[config.mk]
export PLATFORM = sky130hd
export DESIGN_NAME = process_scheduler_flat
export DESIGN_NICKNAME = d
export VERILOG_FILES = /design/src/rtl/process_scheduler_pkg.sv /design/src/rtl/process_scheduler_if.sv /design/src/rtl/process_scheduler_rr_next_select.sv /design/src/rtl/process_scheduler.sv /design/src/flat_wrapper.sv
export SDC_FILE = /design/constraint.sdc
export NUM_CORES = 1
export LEC_CHECK = 0
export BUFFER_PORTS_ARGS = -buffer_cell sky130_fd_sc_hd__buf_2
export CAP_MARGIN = 25
export CORE_MARGIN = 1
export CORE_UTILIZATION = 55
export CTS_CLUSTER_SIZE = 25
export DETAILED_ROUTE_END_ITERATION = 8
export PLACE_DENSITY = 0.92
export SLEW_MARGIN = 5
export SYNTH_ARGS = -nofsm -noshare
export SYNTH_HDL_FRONTEND = slang
export SYNTH_HIERARCHICAL = 1
export SYNTH_SLANG_ARGS = --single-unit
[constraint.sdc]
create_clock -name clock -period 5.8 [get_ports clock]
set_input_delay 0.58 -clock clock [delete_from_list [all_inputs] [get_ports clock]]
set_output_delay 0.58 -clock clock [all_outputs]
set_load 0.02 [all_outputs]
[src/rtl/process_scheduler_pkg.sv]
// process_scheduler_pkg
//   Shared definitions for the round-robin process scheduler:
//   - QUANTUM_W : width of the quantum register and the slice countdown
//   - sched_state_t : scheduler FSM states
//   - pid_width() : process-id width for a given context count (minimum 1)
package process_scheduler_pkg;

  localparam int QUANTUM_W = 16;

  typedef enum logic [2:0] {
    ST_RUN,
    ST_SAVE,
    ST_SELECT,
    ST_RESTORE,
    ST_IDLE
  } sched_state_t;

  function automatic int pid_width(input int n);
    return (n > 2) ? $clog2(n) : 1;
  endfunction

endpackage

[src/rtl/process_scheduler_if.sv]
// process_scheduler_if
//   Bundle between the control unit / PC bank and the scheduler.
//   Control side -> scheduler:
//     halt        datapath stall, freezes the slice countdown
//     quantumLoad load a new quantum from quantumIn[15:0]
//     quantumIn   new quantum value
//     procStart   mark procStartId alive and fresh
//     procStartId process to start
//     yieldReq    running process gives up its slice
//     exitReq     running process terminates
//   Scheduler -> control side / PC bank:
//     pId         running process index (PC bank select)
//     freeze      datapath must not update state this cycle
//     pcReset     one-cycle request to clear the PC of pId
//     ctxSwitch   one-cycle pulse, pId changed this cycle
//     idle        no process alive
//   master: driven by the control unit (or a testbench); slave: the scheduler.
interface process_scheduler_if #(
  parameter int DATA_WIDTH = 32,
  parameter int PID_W      = 1
);

  logic                  halt;
  logic                  quantumLoad;
  logic [DATA_WIDTH-1:0] quantumIn;
  logic                  procStart;
  logic [PID_W-1:0]      procStartId;
  logic                  yieldReq;
  logic                  exitReq;
  logic [PID_W-1:0]      pId;
  logic                  freeze;
  logic                  pcReset;
  logic                  ctxSwitch;
  logic                  idle;

  modport master (
    output halt, quantumLoad, quantumIn, procStart, procStartId, yieldReq, exitReq,
    input  pId, freeze, pcReset, ctxSwitch, idle
  );

  modport slave (
    input  halt, quantumLoad, quantumIn, procStart, procStartId, yieldReq, exitReq,
    output pId, freeze, pcReset, ctxSwitch, idle
  );

endinterface

[src/rtl/process_scheduler_rr_next_select.sv]
// rr_next_select
//   Combinational wrap-around priority pick. Returns the first set bit of
//   alive_i strictly after cur_i in ascending order, wrapping, with cur_i
//   itself considered last.
//   alive_i : alive mask, one bit per process
//   cur_i   : currently running process id
//   next_o  : selected process id (cur_i when nothing is alive)
//   valid_o : at least one process alive
module rr_next_select #(
  parameter int NPROCESS = 2,
  parameter int PID_W    = 1
) (
  input  logic [NPROCESS-1:0] alive_i,
  input  logic [PID_W-1:0]    cur_i,
  output logic [PID_W-1:0]    next_o,
  output logic                valid_o
);

  always_comb begin
    int unsigned cand;
    next_o  = cur_i;
    valid_o = 1'b0;
    cand    = 0;
    // offset NPROCESS lands back on cur_i, giving it the lowest priority
    for (int unsigned off = 1; off <= NPROCESS; off++) begin
      cand = (32'(cur_i) + off) % NPROCESS;
      if (!valid_o && alive_i[cand[PID_W-1:0]]) begin
        next_o  = cand[PID_W-1:0];
        valid_o = 1'b1;
      end
    end
  end

endmodule

[src/rtl/process_scheduler.sv]
// process_scheduler
//   Round-robin, time-sliced scheduler owning the process-select index of
//   the per-process PC bank. A slice of Q cycles gives exactly Q unstalled
//   RUN cycles; a switch costs SAVE/SELECT/RESTORE (3 frozen cycles), a
//   self-resume SAVE/SELECT (2). Quantum 0 disables preemption.
//   Ports:
//     clock : system clock, all state on the rising edge
//     reset : asynchronous active-low reset
//     sch   : process_scheduler_if slave (requests in, pId/freeze/... out)
//   All outputs are decodes of registered state.
module process_scheduler
  import process_scheduler_pkg::*;
#(
  parameter int DATA_WIDTH      = 32,
  parameter int NPROCESS        = 2,
  parameter int QUANTUM_DEFAULT = 16,
  parameter int PID_W           = pid_width(NPROCESS)
) (
  input logic               clock,
  input logic               reset,
  process_scheduler_if.slave sch
);

  localparam logic [PID_W:0] NPROC_L = (PID_W + 1)'(NPROCESS);

  sched_state_t         state_q, state_d;
  logic [PID_W-1:0]     pid_q, pid_d;
  logic [NPROCESS-1:0]  alive_q, alive_d;
  logic [NPROCESS-1:0]  fresh_q, fresh_d;
  logic [QUANTUM_W-1:0] quantum_q, quantum_d;
  logic [QUANTUM_W-1:0] count_q, count_d;

  logic [PID_W-1:0]     sel_next;
  logic                 sel_valid;
  logic                 start_ok;
  logic                 exit_ok;
  logic                 expire;

  generate
    if (DATA_WIDTH > QUANTUM_W) begin : g_unused_hi
      logic unused_quantum_hi;
      assign unused_quantum_hi = ^sch.quantumIn[DATA_WIDTH-1:QUANTUM_W];
    end
  endgenerate

  rr_next_select #(
    .NPROCESS (NPROCESS),
    .PID_W    (PID_W)
  ) u_rr_next_select (
    .alive_i (alive_q),
    .cur_i   (pid_q),
    .next_o  (sel_next),
    .valid_o (sel_valid)
  );

  always_ff @(posedge clock or negedge reset) begin
    if (!reset) begin
      state_q   <= ST_RUN;
      pid_q     <= '0;
      alive_q   <= NPROCESS'(1);
      fresh_q   <= '0;
      quantum_q <= QUANTUM_W'(QUANTUM_DEFAULT);
      count_q   <= QUANTUM_W'(QUANTUM_DEFAULT);
    end else begin
      state_q   <= state_d;
      pid_q     <= pid_d;
      alive_q   <= alive_d;
      fresh_q   <= fresh_d;
      quantum_q <= quantum_d;
      count_q   <= count_d;
    end
  end

  always_comb begin
    state_d   = state_q;
    pid_d     = pid_q;
    count_d   = count_q;
    alive_d   = alive_q;
    fresh_d   = fresh_q;
    // the countdown reloads below use quantum_q, so a load only affects the next slice
    quantum_d = sch.quantumLoad ? sch.quantumIn[QUANTUM_W-1:0] : quantum_q;

    start_ok  = sch.procStart && ({1'b0, sch.procStartId} < NPROC_L)
                && !alive_q[sch.procStartId];
    exit_ok   = (state_q == ST_RUN) && sch.exitReq;
    // a zero countdown never reaches 1, so quantum 0 means no preemption
    expire    = (count_q == QUANTUM_W'(1)) && !sch.halt;

    case (state_q)
      ST_RUN: begin
        if (!sch.halt && (count_q != '0)) count_d = count_q - QUANTUM_W'(1);
        if (exit_ok || sch.yieldReq || expire) state_d = ST_SAVE;
      end
      ST_SAVE: state_d = ST_SELECT;
      ST_SELECT: begin
        if (!sel_valid) begin
          state_d = ST_IDLE;
        end else if (sel_next == pid_q) begin
          state_d = ST_RUN;
          count_d = quantum_q;
        end else begin
          // pId moves on entry to RESTORE so the PC bank sees it with ctxSwitch
          state_d = ST_RESTORE;
          pid_d   = sel_next;
        end
      end
      ST_RESTORE: begin
        state_d        = ST_RUN;
        count_d        = quantum_q;
        fresh_d[pid_q] = 1'b0;
      end
      ST_IDLE: if (|alive_q) state_d = ST_SELECT;
      default: state_d = ST_RUN;
    endcase

    if (start_ok) begin
      alive_d[sch.procStartId] = 1'b1;
      fresh_d[sch.procStartId] = 1'b1;
    end
    // applied after the start so an exit on the same id wins
    if (exit_ok) alive_d[pid_q] = 1'b0;
  end

  always_comb begin
    sch.pId       = pid_q;
    sch.freeze    = (state_q != ST_RUN);
    sch.idle      = (state_q == ST_IDLE);
    sch.ctxSwitch = (state_q == ST_RESTORE);
    sch.pcReset   = (state_q == ST_RESTORE) && fresh_q[pid_q];
  end

endmodule

[src/flat_wrapper.sv]
// flat-port wrapper written by rule: the top's interface ports become plain ports
module process_scheduler_flat import process_scheduler_pkg::*;
#(
  parameter int DATA_WIDTH      = 32,
  parameter int NPROCESS        = 2,
  parameter int QUANTUM_DEFAULT = 16,
  parameter int PID_W           = pid_width(NPROCESS)
)
  (clock, reset, sch_halt, sch_quantumLoad, sch_quantumIn, sch_procStart, sch_procStartId, sch_yieldReq, sch_exitReq, sch_pId, sch_freeze, sch_pcReset, sch_ctxSwitch, sch_idle);
  process_scheduler_if #(.DATA_WIDTH(DATA_WIDTH), .PID_W(PID_W)) sch_i ();
  input logic clock;
  input logic reset;
  input wire logic [$bits(sch_i.halt)-1:0] sch_halt;
  input wire logic [$bits(sch_i.quantumLoad)-1:0] sch_quantumLoad;
  input wire logic [$bits(sch_i.quantumIn)-1:0] sch_quantumIn;
  input wire logic [$bits(sch_i.procStart)-1:0] sch_procStart;
  input wire logic [$bits(sch_i.procStartId)-1:0] sch_procStartId;
  input wire logic [$bits(sch_i.yieldReq)-1:0] sch_yieldReq;
  input wire logic [$bits(sch_i.exitReq)-1:0] sch_exitReq;
  output wire logic [$bits(sch_i.pId)-1:0] sch_pId;
  output wire logic [$bits(sch_i.freeze)-1:0] sch_freeze;
  output wire logic [$bits(sch_i.pcReset)-1:0] sch_pcReset;
  output wire logic [$bits(sch_i.ctxSwitch)-1:0] sch_ctxSwitch;
  output wire logic [$bits(sch_i.idle)-1:0] sch_idle;
  assign sch_i.halt = sch_halt;
  assign sch_i.quantumLoad = sch_quantumLoad;
  assign sch_i.quantumIn = sch_quantumIn;
  assign sch_i.procStart = sch_procStart;
  assign sch_i.procStartId = sch_procStartId;
  assign sch_i.yieldReq = sch_yieldReq;
  assign sch_i.exitReq = sch_exitReq;
  assign sch_pId = sch_i.pId;
  assign sch_freeze = sch_i.freeze;
  assign sch_pcReset = sch_i.pcReset;
  assign sch_ctxSwitch = sch_i.ctxSwitch;
  assign sch_idle = sch_i.idle;
  process_scheduler #(.DATA_WIDTH(DATA_WIDTH), .NPROCESS(NPROCESS), .QUANTUM_DEFAULT(QUANTUM_DEFAULT), .PID_W(PID_W)) u_core (.clock(clock), .reset(reset), .sch(sch_i));
endmodule
Word level (Yosys, flattened, before mapping)

Cells that the tools add are included.

Flip-flop bits (word level): 40
Output and inout bits: 5
Logic and storage cells: 82

$add $sub $neg: 3
Magnitude comparators: 6
Eq/ne operators: 11
Mux-type cells: 29
Bitwise operators: 6
Reduce and logical (&&, ||, !) cells: 21

Operators with widths:

| operator              | number |
|---|---|
| $mux 16               | 3 |
| $pmux 16 s3           | 1 |
| $eq 16x1->1 const B   | 1 |
| $reduce_bool 16->1    | 1 |
| $sub 16x1->16 const B | 1 |
| $mux 1                | 14 |
| $pmux 3 s4            | 1 |
| $mux 2                | 5 |
| $mux 3                | 3 |
| $logic_and 1x1->1     | 8 |
| $lt 1x2->1 const B    | 4 |
| $eq 3x2->1 const B    | 2 |
| $ne 2x1->1 const B    | 3 |
| $reduce_bool 3->1     | 2 |
| $and 2x2->2           | 2 |
| $ne 2x2->1 const B    | 2 |
| $or 2x2->2            | 2 |
| $reduce_and 4->1      | 1 |
| $eq 3x1->1 const B    | 1 |
| $eq 3x3->1 const B    | 1 |
| $logic_not 1->1       | 3 |
| $logic_not 3->1       | 1 |
| $reduce_and 3->1      | 1 |
| $add 1x1->1 const B   | 2 |
| other kinds (8)       | 11 |

Longest topological paths before layout

Word-level depth: 11
Depth in mapped cells: 8

Cells and area by module

The synthesis kept the hierarchy.

Modules (own cells, without submodules):

| module            | instances | cells each | area each (um^2) | sequential area each (um^2) |
|---|---|---|---|---|
| process_scheduler | 1         | 208        | 2052.0           | 1004.7 |
| rr_next_select    | 1         | 3          | 20.0             | 0.0 |

Worst setup path before layout

No wires, ideal clock.

Path type: register to register
Start point: reg u_core.pid_q, in the netlist u_core/sch.pId
End point: reg u_core.count_q[7]
Setup time: 0.121 ns
Arrival time: 1.835 ns
Slack: 3.844 ns
Stages on the path, launching flop included: 8
Period minus slack after synthesis: 1.956 ns
Cell sequence: dfrtp_1 > mux2i_1 > xor2_1 > o211a_2 > o21bai_4 > buf_2 > nor2_1 > o22a_1

Word-level cells in the longest chain between the ends: 10
Elaborated cells between the ends (all ways): 16
Those cells by class: add/sub (2); eq/ne (3); mux (8); reduce/logical (3)

Ends and longest elaborated chain:

| item                                      | RTL line                               | text |
|---|---|---|
| start: declaration                        | process_scheduler.sv:27                | `logic [PID_W-1:0] pid_q, pid_d;` |
| start signal: assignment                  | process_scheduler.sv:66                | `pid_q <= pid_d;` |
| $add 1x1->1                               | process_scheduler_rr_next_select.sv:26 | `cand = (32'(cur_i) + off) % NPROCESS;` |
| $mux 1 (not written as such) (2 in a row) | process_scheduler_rr_next_select.sv:27 | `if (!valid_o && alive_i[cand[PID_W-1:0]]) begin` |
| $mux 1                                    | process_scheduler_rr_next_select.sv:27 |  |
| $logic_not 1->1                           | process_scheduler_rr_next_select.sv:27 |  |
| $logic_and 1x1->1                         | process_scheduler_rr_next_select.sv:27 |  |
| $mux 1 (*)                                | process_scheduler_rr_next_select.sv:27 |  |
| named net u_core.sel_next                 | process_scheduler.sv:33                | `logic [PID_W-1:0] sel_next;` |
| $eq 1x1->1 (*)                            | process_scheduler.sv:98                | `end else if (sel_next == pid_q) begin` |
| $ne 2x1->1 (no source line) (*)           | --                                     |  |
| $reduce_and 4->1 (no source line) (*)     | --                                     |  |
| end signal: assignment                    | process_scheduler.sv:63                | `count_q <= QUANTUM_W'(QUANTUM_DEFAULT);` |
| end signal: assignment                    | process_scheduler.sv:70                | `count_q <= count_d;` |
| end: declaration                          | process_scheduler.sv:31                | `logic [QUANTUM_W-1:0] count_q, count_d;` |

The timed path passes the listed nets; every way through them passes the cells marked *. The select of a mux whose other input is x is not followed.
A chain may end at the register's enable or synchronous reset.

Final worst setup path

Start point: reg u_core.count_q[0]
End point: reg u_core.count_q[9]

Word-level cells in the longest chain between the ends: 4
Elaborated cells between the ends (all ways): 7
Those cells by class: add/sub (1); eq/ne (1); mux (2); reduce/logical (3)

Ends and longest elaborated chain:

| item |
|---|
| branches (longest 4 deep; another with $sub 16x1->16) |

Several ways; the timed one is not identified. The select of a mux whose other input is x is not followed.

==> results.sh <==
export IMPL_io_pin_count=45
export IMPL_cts_max_level=2
export IMPL_irDropWorstVdd_mv=0.2086
export IMPL_core_um2=3468
export IMPL_viasPerCell=6.032
export IMPL_avgSynthCellArea_um2=9.820
export IMPL_ff_latch_area_um2=1005
export IMPL_drt_pass1_iter_count=4
export IMPL_status="complete, no violations"
export IMPL_gp_congestion=0.8224
export IMPL_nNetsFinal=278
export IMPL_rsz0062_at_grt="false"
export IMPL_clock_sinks=40
export IMPL_chipHeight_um=63.38
export IMPL_tightestPinTransition_ns=0.8522
export IMPL_timing_setup_tns_ns=0
export IMPL_postLayoutSetupSlackWorst_ns=3.464
export IMPL_port_buffers=28
export IMPL_die_area_um2=4016
export IMPL_insertion_delay_ns=0.30
export IMPL_post_place_ws_ns=3.531
export IMPL_synth_top_family_by_area="compound AO/OA/AOI/OAI gates"
export IMPL_crit_fanout=27
export IMPL_min_path_type="in -> async"
export IMPL_synth_xor_area_share_pct=0.8454
export IMPL_multiInputGateArea_um2=988.4
export IMPL_post_dp_cell_area_um2=2225
export IMPL_syn_to_final_growth_pct=13.47
export IMPL_yosysWarnings=6
export IMPL_vias=1707
export IMPL_floorplan_die_width_um=63.38
export IMPL_synth_fa_ha_area_share_pct=1.208
export IMPL_row_count=21
export IMPL_syn_area_um2=2072
export IMPL_cp_start_kind="flop"
export IMPL_path_class="reg -> reg"
export IMPL_num_antenna_cells=0
export IMPL_drive_gt1_share_pct=26.16
export IMPL_ys_seq_area_share_pct=48.49
export IMPL_antenna_found_initial=0
export IMPL_cp_required_ns=5.99
export IMPL_slew_headroom_pct=43.18
export IMPL_setup_viol=0
export IMPL_clockRootBuffer="clkbuf_8"
export IMPL_drt_wl_total_mm=4.256
export IMPL_powerDensity_nw_per_um2=519.6
export IMPL_wl_per_cell_um=15.04
export IMPL_synthMuxAreaShare_pct=10.21
export IMPL_syn_instance_count=211
export IMPL_layout_common_cells="dfrtp_1 (37), buf_2 (28), nor2_1 (28), a21oi_1 (18), mux2_2 (17)"
export IMPL_finalHoldViolCount=0
export IMPL_cts_setup_buffers=0
export IMPL_cts_made_buffers=5
export IMPL_crit_path_end_kind="flop"
export IMPL_finClkSkew_ns=0.002273
export IMPL_holdWs_ns=0.3802
export IMPL_finalInstanceArea_um2=2351
export IMPL_synthFlopType="dfrtp_1"
export IMPL_synth_simple_area_share_pct=17.15
export IMPL_slew_viol_final=0
export IMPL_final_cells=283
export IMPL_synth_net_count=253
export IMPL_maxCapViolCount=0
export IMPL_grt_pass1_wl_mm=7.341
export IMPL_grt_pass1_vias=1656
export IMPL_track_usage_pct=23.88
export IMPL_route_detailed_drc=0
export IMPL_place_detailed_hpwl_mm=2.795
export IMPL_yosys_cell_types_count=39
export IMPL_grt_overflow=0
export IMPL_period_share_pct=40.28
export IMPL_clock_path_buffers=2
export IMPL_ys_seq_elements=40
export IMPL_final_common_cell="dfrtp_1"
export IMPL_grt_start_max_net_pins=41
export IMPL_cp_data_arrival_time_ns=2.53
export IMPL_fillers=288
export IMPL_drt_iter0_markers=143
export IMPL_synth_compound_area_share_pct=18.30
export IMPL_clk_pin_slew_worst_paths_ns=0.08
export IMPL_clock_fmax_mhz=428.1
export IMPL_fin_crit_ns=2.336
export IMPL_synth_edf_count=0
export IMPL_cts_resized=0
export IMPL_ctsHoldBuffers=0
export IMPL_postRouteAntennaNets=0
export IMPL_dpl_cell_count=275
export IMPL_start_util_pct=59.74
export IMPL_ys_async_sr_fraction_pct=100.0
export IMPL_power_static_leakage_nw=0.9953
export IMPL_tritoncts="yes"
==> cell families after synthesis <==
group	after synthesis
simple gates	69
compound gates	61
flops	40
mux	19
buf+inv	18
xor+xnor	2
fa+ha+maj	2
==> critical path, cell delays in order (launching register included) <==
cell,delay [ns]
dfrtp_1,0.43
inv_1,0.09
ha_1,0.22
nor3b_1,0.36
nand3_1,0.18
o21bai_4,0.54
o21ba_1,0.24
o22a_1,0.17
==> routing by layer <==
layer  GRT usage, %  routed length (um)  vias up
met5              0                   0        -
met4          13.64                  98        0
met3          4.348                 193        8
met2          38.16                2047       46
met1          30.22                1916      832
li1               -                   -      821
==> cells in the mapped netlist, types with 2 or more instances <==
| library cell | number | area [um2] |
|---|---|---|
| dfrtp_1 | 37 | 925.9 |
| nor2_1 | 28 | 105.1 |
| a21oi_1 | 18 | 90.09 |
| mux2_2 | 17 | 191.4 |
| o21ai_1 | 11 | 55.05 |
| o21ai_0 | 10 | 50.05 |
| nor3_1 | 9 | 45.04 |
| a31oi_1 | 8 | 50.05 |
| clkbuf_1 | 7 | 26.28 |
| inv_1 | 7 | 26.28 |
| o22a_1 | 7 | 61.31 |
| nand2_1 | 5 | 18.77 |
| nor4_1 | 5 | 31.28 |
| buf_2 | 3 | 15.01 |
| dfstp_2 | 3 | 78.83 |
| or4_1 | 3 | 22.52 |
| and3_1 | 2 | 12.51 |
| ha_1 | 2 | 25.02 |
| mux2i_1 | 2 | 20.02 |
| nand2b_1 | 2 | 12.51 |
| nand3_1 | 2 | 10.01 |
| nand3b_1 | 2 | 15.01 |
| nor2b_1 | 2 | 12.51 |
| nor3b_1 | 2 | 15.01 |
| or2_1 | 2 | 12.51 |
| or3_1 | 2 | 12.51 |
==> path summary, 6_finish.rpt <==
kind                                    from                   end  slack (ns)  depth (start not counted)
max                        u_core/count_q[0]     u_core/count_q[9]        3.46                          7
min                                    reset     u_core/fresh_q[1]        0.38                          1
max reg2reg                u_core/count_q[0]     u_core/count_q[9]        3.46                          7
min reg2reg                u_core/alive_q[0]     u_core/alive_q[0]        0.50                          2
max in group asynchronous              reset  u_core/quantum_q[10]        4.89                          1
min in group clock               sch_exitReq     u_core/alive_q[0]        0.50                          2
==> power breakdown <==
part | total, mW | switching, mW | internal [mW] | leakage (nW)
Clock | 0.250 | 0.0983 | 0.152 | 0.0645
Sequential | 0.487 | 0.109 | 0.377 | 0.468
Combinational | 0.485 | 0.283 | 0.202 | 0.463
Total | 1.22 | 0.491 | 0.731 | 0.995
==> per-stage QoR <==
stage,util (%),total power [mW]
after floorplan,-,0.8550
after global placement,64.14,0.9338
after detailed placement,64.14,0.9605
after CTS,67.79,1.216
after global routing,67.79,1.302
final,67.79,1.222
==> layout make-up <==
cell class              count  area share, %
repair buffers             29          6.280
inverters                   7          1.118
clock inverters             1          1.277
multi-input cells         153          42.04
well taps                  46          2.448
clock buffers               7          4.098
flip-flops and latches     40          42.74
==> state kept, by name, indices dropped and copies added (netlist names) <==
register          cells
u_core/count_q       16
u_core/quantum_q     16
u_core/state_q        3
u_core/alive_q        2
u_core/fresh_q        2
u_core/sch.pId        1
(Power assumes the default switching activity.)
